$ cat src/rtl/ptpv2_defines.sv
// Shared PTPv2 time-format constants and the packed timestamp record used by
// the capture pipeline and its queue.
package ptpv2_defines;

   localparam int SEC_W = 48;
   localparam int NS_W  = 32;
   localparam int FNS_W = 16;
   localparam int STD_W = 80;

   localparam logic [NS_W-1:0] NS_PER_SEC = 32'd1_000_000_000;

   typedef struct packed {
      logic [SEC_W-1:0] sec;
      logic [NS_W-1:0]  ns;
   } ptp_time_t;

endpackage

$ cat src/rtl/ptp_ts_fifo.sv
// Generic synchronous first-word-fall-through FIFO with occupancy count.
// Head data reads as zero while empty; a push into a full queue is dropped and flagged.
module ptp_ts_fifo #(
   parameter int WIDTH = 8,
   parameter int AW    = 2
) (
   input  logic             clk,
   input  logic             rst_n,
   input  logic             push,
   input  logic [WIDTH-1:0] din,
   input  logic             pop_req,
   output logic             valid,
   output logic [WIDTH-1:0] dout,
   output logic [AW:0]      cnt,
   output logic             drop
);

   localparam int          DEPTH    = 1 << AW;
   localparam logic [AW:0] FULL_CNT = (AW+1)'(DEPTH);

   logic [WIDTH-1:0] mem [DEPTH];
   logic [AW-1:0]    wr_ptr;
   logic [AW-1:0]    rd_ptr;
   logic [AW:0]      count;
   logic             full;
   logic             pop;
   logic             wr;

   assign full  = (count == FULL_CNT);
   assign valid = (count != '0);
   assign pop   = valid & pop_req;
   // A full queue still accepts a write when the head leaves in the same cycle.
   assign wr    = push & (~full | pop);
   assign drop  = push & full & ~pop;
   assign cnt   = count;
   assign dout  = valid ? mem[rd_ptr] : '0;

   always_ff @(posedge clk or negedge rst_n) begin
      if (!rst_n) begin
         wr_ptr <= '0;
         rd_ptr <= '0;
         count  <= '0;
      end else begin
         if (wr)
            wr_ptr <= wr_ptr + 1'b1;
         if (pop)
            rd_ptr <= rd_ptr + 1'b1;
         case ({wr, pop})
            2'b10:   count <= count + 1'b1;
            2'b01:   count <= count - 1'b1;
            default: count <= count;
         endcase
      end
   end

   always_ff @(posedge clk) begin
      if (wr)
         mem[wr_ptr] <= din;
   end

endmodule

$ cat src/rtl/ptp_ts_capture.sv
// Start-of-frame timestamp capture: snapshots RTC time, applies latency
// correction with ns-to-seconds carry, and queues tagged results.
module ptp_ts_capture
   import ptpv2_defines::*;
#(
   parameter int FIFO_AW = 2,
   parameter int TAG_W   = 16
) (
   input  logic               rtc_clk,
   input  logic               rtc_rst_n,
   input  logic [STD_W-1:0]   rtc_std_i,
   input  logic [FNS_W-1:0]   rtc_fns_i,
   input  logic               sof_i,
   input  logic [TAG_W-1:0]   tag_i,
   input  logic               lat_en_i,
   input  logic [15:0]        lat_ns_i,
   input  logic               ts_ready_i,
   output logic               ts_valid_o,
   output logic [STD_W-1:0]   ts_std_o,
   output logic [FNS_W-1:0]   ts_fns_o,
   output logic [TAG_W-1:0]   ts_tag_o,
   output logic [FIFO_AW:0]   fifo_cnt_o,
   output logic               ovf_o,
   input  logic               ovf_clr_i
);

   localparam int ENTRY_W = STD_W + FNS_W + TAG_W;

   // Input ns < 1e9 and latency < 2^16, so a single subtraction always normalises.
   function automatic ptp_time_t normalize(input logic [SEC_W-1:0] sec,
                                           input logic [NS_W:0]    ns_sum);
      ptp_time_t   t;
      logic [NS_W:0] ns_wrap;
      ns_wrap = ns_sum - {1'b0, NS_PER_SEC};
      if (ns_sum >= {1'b0, NS_PER_SEC}) begin
         t.sec = sec + 1'b1;
         t.ns  = ns_wrap[NS_W-1:0];
      end else begin
         t.sec = sec;
         t.ns  = ns_sum[NS_W-1:0];
      end
      return t;
   endfunction

   logic [STD_W-1:0]   std_p0;
   logic [FNS_W-1:0]   fns_p0;
   logic [TAG_W-1:0]   tag_p0;
   logic               vld_p0;

   logic [SEC_W-1:0]   sec_p1;
   logic [NS_W:0]      ns_sum_p1;
   logic [FNS_W-1:0]   fns_p1;
   logic [TAG_W-1:0]   tag_p1;
   logic               vld_p1;

   ptp_time_t          time_p2;
   logic [ENTRY_W-1:0] entry_p2;
   logic               vld_p2;

   logic [ENTRY_W-1:0] head;
   logic               drop;
   logic [NS_W:0]      lat_add;

   assign lat_add = lat_en_i ? {17'd0, lat_ns_i} : '0;

   always_ff @(posedge rtc_clk or negedge rtc_rst_n) begin
      if (!rtc_rst_n) begin
         vld_p0 <= 1'b0;
         vld_p1 <= 1'b0;
         ovf_o  <= 1'b0;
      end else begin
         vld_p0 <= sof_i;
         vld_p1 <= vld_p0;
         // A fresh overflow outranks a coincident clear.
         if (drop)
            ovf_o <= 1'b1;
         else if (ovf_clr_i)
            ovf_o <= 1'b0;
      end
   end

   // S0: snapshot time and tag on the strobe
   always_ff @(posedge rtc_clk) begin
      if (sof_i) begin
         std_p0 <= rtc_std_i;
         fns_p0 <= rtc_fns_i;
         tag_p0 <= tag_i;
      end
   end

   // S1: add latency correction
   always_ff @(posedge rtc_clk) begin
      if (vld_p0) begin
         sec_p1    <= std_p0[STD_W-1:NS_W];
         ns_sum_p1 <= {1'b0, std_p0[NS_W-1:0]} + lat_add;
         fns_p1    <= fns_p0;
         tag_p1    <= tag_p0;
      end
   end

   // S2: normalise ns overflow into seconds and push
   always_comb begin
      time_p2  = normalize(sec_p1, ns_sum_p1);
      entry_p2 = {time_p2.sec, time_p2.ns, fns_p1, tag_p1};
      vld_p2   = vld_p1;
   end

   ptp_ts_fifo #(
      .WIDTH (ENTRY_W),
      .AW    (FIFO_AW)
   ) u_fifo (
      .clk     (rtc_clk),
      .rst_n   (rtc_rst_n),
      .push    (vld_p2),
      .din     (entry_p2),
      .pop_req (ts_ready_i),
      .valid   (ts_valid_o),
      .dout    (head),
      .cnt     (fifo_cnt_o),
      .drop    (drop)
   );

   assign ts_std_o = head[ENTRY_W-1 -: STD_W];
   assign ts_fns_o = head[TAG_W +: FNS_W];
   assign ts_tag_o = head[TAG_W-1:0];

endmodule

$ cat config.mk
export PLATFORM = sky130hd
export DESIGN_NAME = ptp_ts_capture
export DESIGN_NICKNAME = d
export VERILOG_FILES = /design/src/rtl/ptpv2_defines.sv /design/src/rtl/ptp_ts_fifo.sv /design/src/rtl/ptp_ts_capture.sv
export SDC_FILE = /design/constraint.sdc
export NUM_CORES = 1
export LEC_CHECK = 0
export ABC_AREA = 1
export CAP_MARGIN = 0
export CORE_ASPECT_RATIO = 0.9
export CORE_MARGIN = 5
export CORE_UTILIZATION = 60
export DETAILED_ROUTE_END_ITERATION = 10
export PLACE_DENSITY = 0.93
export SETUP_SLACK_MARGIN = 0.1
export SLEW_MARGIN = 40
export SYNTH_ARGS = -nofsm -noshare
export SYNTH_HDL_FRONTEND = slang
export SYNTH_SLANG_ARGS = --single-unit
$ cat constraint.sdc
create_clock -name rtc_clk -period 9.97 [get_ports rtc_clk]
set_clock_uncertainty 0.05 [all_clocks]
set_input_delay 1.994 -clock rtc_clk [delete_from_list [all_inputs] [get_ports rtc_clk]]
set_output_delay 1.994 -clock rtc_clk [all_outputs]
set_load 0.1 [all_outputs]
==> summary.md <==
| Metric | Value |
|---|---|
| Outcome | `completed` |
| Max-cap viol count | `0` |
| Final Max Slew Viols | `0` |
| Crit path cell chain | `inv_4, buf_4, nor2_1, o21ai_0, a21oi_1, buf_2` |
| Initial DRC count | `2517` |
| Commonest non-fill, non-tap cells in the layout | `edfxtp_1 (673), nor2_1 (608), nand2_1 (595)` |
| Seq/Total Area, Yosys | `0.695` |
| WL met3 | `7.36 mm` |
| Top layer in use | `met4` |
| Antenna fix cells | `0` |
| Fin nets | `3125` |
| First-pass GRT wire length | `115 mm` |
| Path type of the worst setup path | `flip-flop to primary output` |
| # IOs | `251` |
| Detailed Routing Iterations Pass 1 | `6` |
| Ys async rst share | `0.0146` |
| Residual DRC count | `0` |
| Initial antenna violation count | `1` |
| Top delay family on crit path | `buffers and inverters` |
| Unrepaired setup endpoints after global routing | `no` |
| Number of port buffers | `250` |
| Layout cell share with drive strength beyond 1 | `0.0875` |
| Initial Util | `0.602` |
| PostCTS Resize Cnt | `0` |
| Top cell type's share of synthesized area | `0.687` |
| Achievable frequency | `177 MHz` |
| Slowest-stage cell, CP | `dfrtp_4` |
| Final setup fails | `0` |
| Crit path DAT | `3590 ps` |
| Clock Sinks | `683` |
| Post-route ant nets | `0` |
| Biggest area consumer among synthesized cells | `edfxtp_1` |
| Ys Warns | `0` |
| Clock Tree Root | `clkbuf_16` |
| Syn_area_per_cell | `10.8 um^2` |
| Clk_lat worst skew | `a little over 600 ps` |
| H-tree depth | `3` |
| Routed vias | `~21000` |
| Number of synthesized flops with an enable pin | `673` |
| Total track usage | `0.276` |
| Routed WL per cell | `just over 20 um` |
| Critical Path Max Stage Delay | `870 ps` |
| TritonCTS clock tree | `built` |
| Ranking of synthesized cells by area | `edfxtp_1 (69%), nor2_1 (7.8%), nand2_1 (7.6%)` |
| Post-route setup TNS | `0 ps` |
| Relative slew slack | `0.451` |
| Worst setup SP type | `flip-flop` |
| # fillers | `3301` |
| CP Data Required Time | `7930 ps` |
| Overall routed net length | `74.7 mm` |
| Core ar. | `0.0488 mm^2` |
| CP Max Fanout | `63` |
| Mapped Area | `0.0294 mm^2` |
| WP depth | `6` |
| Post-CTS Repair Setup Buffers | `0` |
| Critical Path Source | `u_fifo.rd_ptr[1]$_DFFE_PN0N_` |
| Die H | `220 um` |
| Worst r2r path cells | `13` |
| Final Hold Viols | `0` |
| Tcrit/Tclk final | `0.565` |
| Tmin final | `roughly 5600 ps` |
| Worst min path class | `flip-flop to flip-flop` |
| R2R Setup Slk | `6860 ps` |
| Slew @ Worst Pin | `823 ps` |
| Vias in the first global route | `~21000` |
| GR Overflow Total | `0` |
| Hold-fix buffers, CTS | `0` |
| Vias per inst | `5.76` |
| Syn Nets | `2888` |
| Num CTS Buffers | `68` |
| Detail Placement HPWL | `48.2 mm` |
| DIE AREA | `between 0.05 and 0.06 mm^2` |
| P&R area growth vs syn | `16.2%` |
| Worst setup endpoint | `ts_std_o[19]` |
| Commonest non-fill, non-tap cell in the layout | `edfxtp_1` |
| CP endpoint kind | `primary output` |
| Main synth FF type | `edfxtp_1` |
| Met1 WL | `29.7 mm` |
| FP Rows | `77` |
| Placer's final routability congestion estimate | `0.895` |
| Buf/Inv on CP | `3` |
| Met2 WL | `35.8 mm` |
| Largest net degree at the start of global routing | `125` |
| Number of synthesized register bits | `a little under 700` |
| Origin of the critical flop-to-flop path | `ns_sum_p1[9]$_DFFE_PP_` |
| Cells after synthesis | `2729` |
| Clk pin slew, worst setup/hold paths | `roughly 60 ps` |
| Netlist cell types | `30` |
| Reg2reg end | `u_fifo.mem[0][108]$_DFFE_PP_` |
| Maximum buffer depth of the clock tree | `3` |
| DIE WIDTH | `243 um` |
## synth_stat cells (5+ instances only)
| master | count |
|---|---|
| xnor2_1 | 20 |
| buf_2 | 29 |
| nand3_1 | 72 |
| dfrtp_1 | 10 |
| nand4_1 | 28 |
| nor3_1 | 12 |
| o21ai_0 | 230 |
| ha_1 | 23 |
| buf_1 | 5 |
| edfxtp_1 | 673 |
| clkbuf_1 | 67 |
| nor2_1 | 612 |
| inv_1 | 149 |
| inv_2 | 11 |
| xor2_1 | 43 |
| nand2_1 | 595 |
| a21oi_1 | 129 |
## routing by layer
metal / track usage / vias up
met5: 0 / -
li1: - / 9715
met3: 0.0560 / 134
met2: 0.450 / 1164
met4: 0.0762 / 0
met1: 0.385 / 9986
## stage by stage
step / hold slack, ps / std cells / cell area [um^2] / util / setup slack [ps]
2_1_floorplan: 350 / 2729 / 29400 / - / 2350
3_3_place_gp: 351 / 3525 / 32500 / 0.665 / 4120
3_5_place_dp: 355 / 3527 / 31900 / 0.654 / 4940
4_1_cts: 367 / 3647 / 34200 / 0.699 / 4270
5_1_grt: 371 / 3648 / 34200 / 0.700 / 4220
6_report: 365 / 3648 / 34200 / 0.700 / 4330
## state kept, by name, summed over array words and instances (netlist names)
name,cells
u_fifo.mem,448
std_p0,80
sec_p1,48
ns_sum_p1,33
fns_p0,16
fns_p1,16
tag_p0,16
tag_p1,16
u_fifo.cnt,3
u_fifo.rd_ptr,2
u_fifo.wr_ptr,2
ovf_o,1
vld_p0,1
vld_p1,1
## cells by family after synthesis
logic type / Yosys count / share of synthesized area
and+or+nand+nor: 1331 / 0.177
DFF: 683 / 0.695
AOI/OAI and AO/OA: 363 / 0.0620
buffers and inverters: 264 / 0.0354
xor gates and xnor gates: 63 / 0.0188
adders and majority gates: 25 / 0.0111
## worst min path at each step
stage | from | end | slack, ps | depth (start not counted)
6_report | std_p0[68]$_DFFE_PP_ | sec_p1[36]$_DFFE_PP_ | 360 | 0
3_3_place_gp | tag_p0[10]$_DFFE_PP_ | tag_p1[10]$_DFFE_PP_ | 350 | 0
3_5_place_dp | std_p0[68]$_DFFE_PP_ | sec_p1[36]$_DFFE_PP_ | 350 | 0
5_1_grt | std_p0[68]$_DFFE_PP_ | sec_p1[36]$_DFFE_PP_ | 370 | 0
4_1_cts | fns_p0[12]$_DFFE_PP_ | fns_p1[12]$_DFFE_PP_ | 370 | 0
2_1_floorplan | fns_p0[0]$_DFFE_PP_ | fns_p1[0]$_DFFE_PP_ | 350 | 0
## area by class of cell
type                       count  area (um^2)  share of cell area
multi-input combinational   1782         7950               0.232
inverter                     161          614              0.0180
timing repair buffer         270         2150              0.0630
sequential                   683        20500               0.599
tap                          632          791              0.0231
clock inverter                39          408              0.0119
clock buffer                  81         1800              0.0527
Power is not shown: default switching activity piles up to over one toggle a cycle in this logic, so the estimate is an artifact.
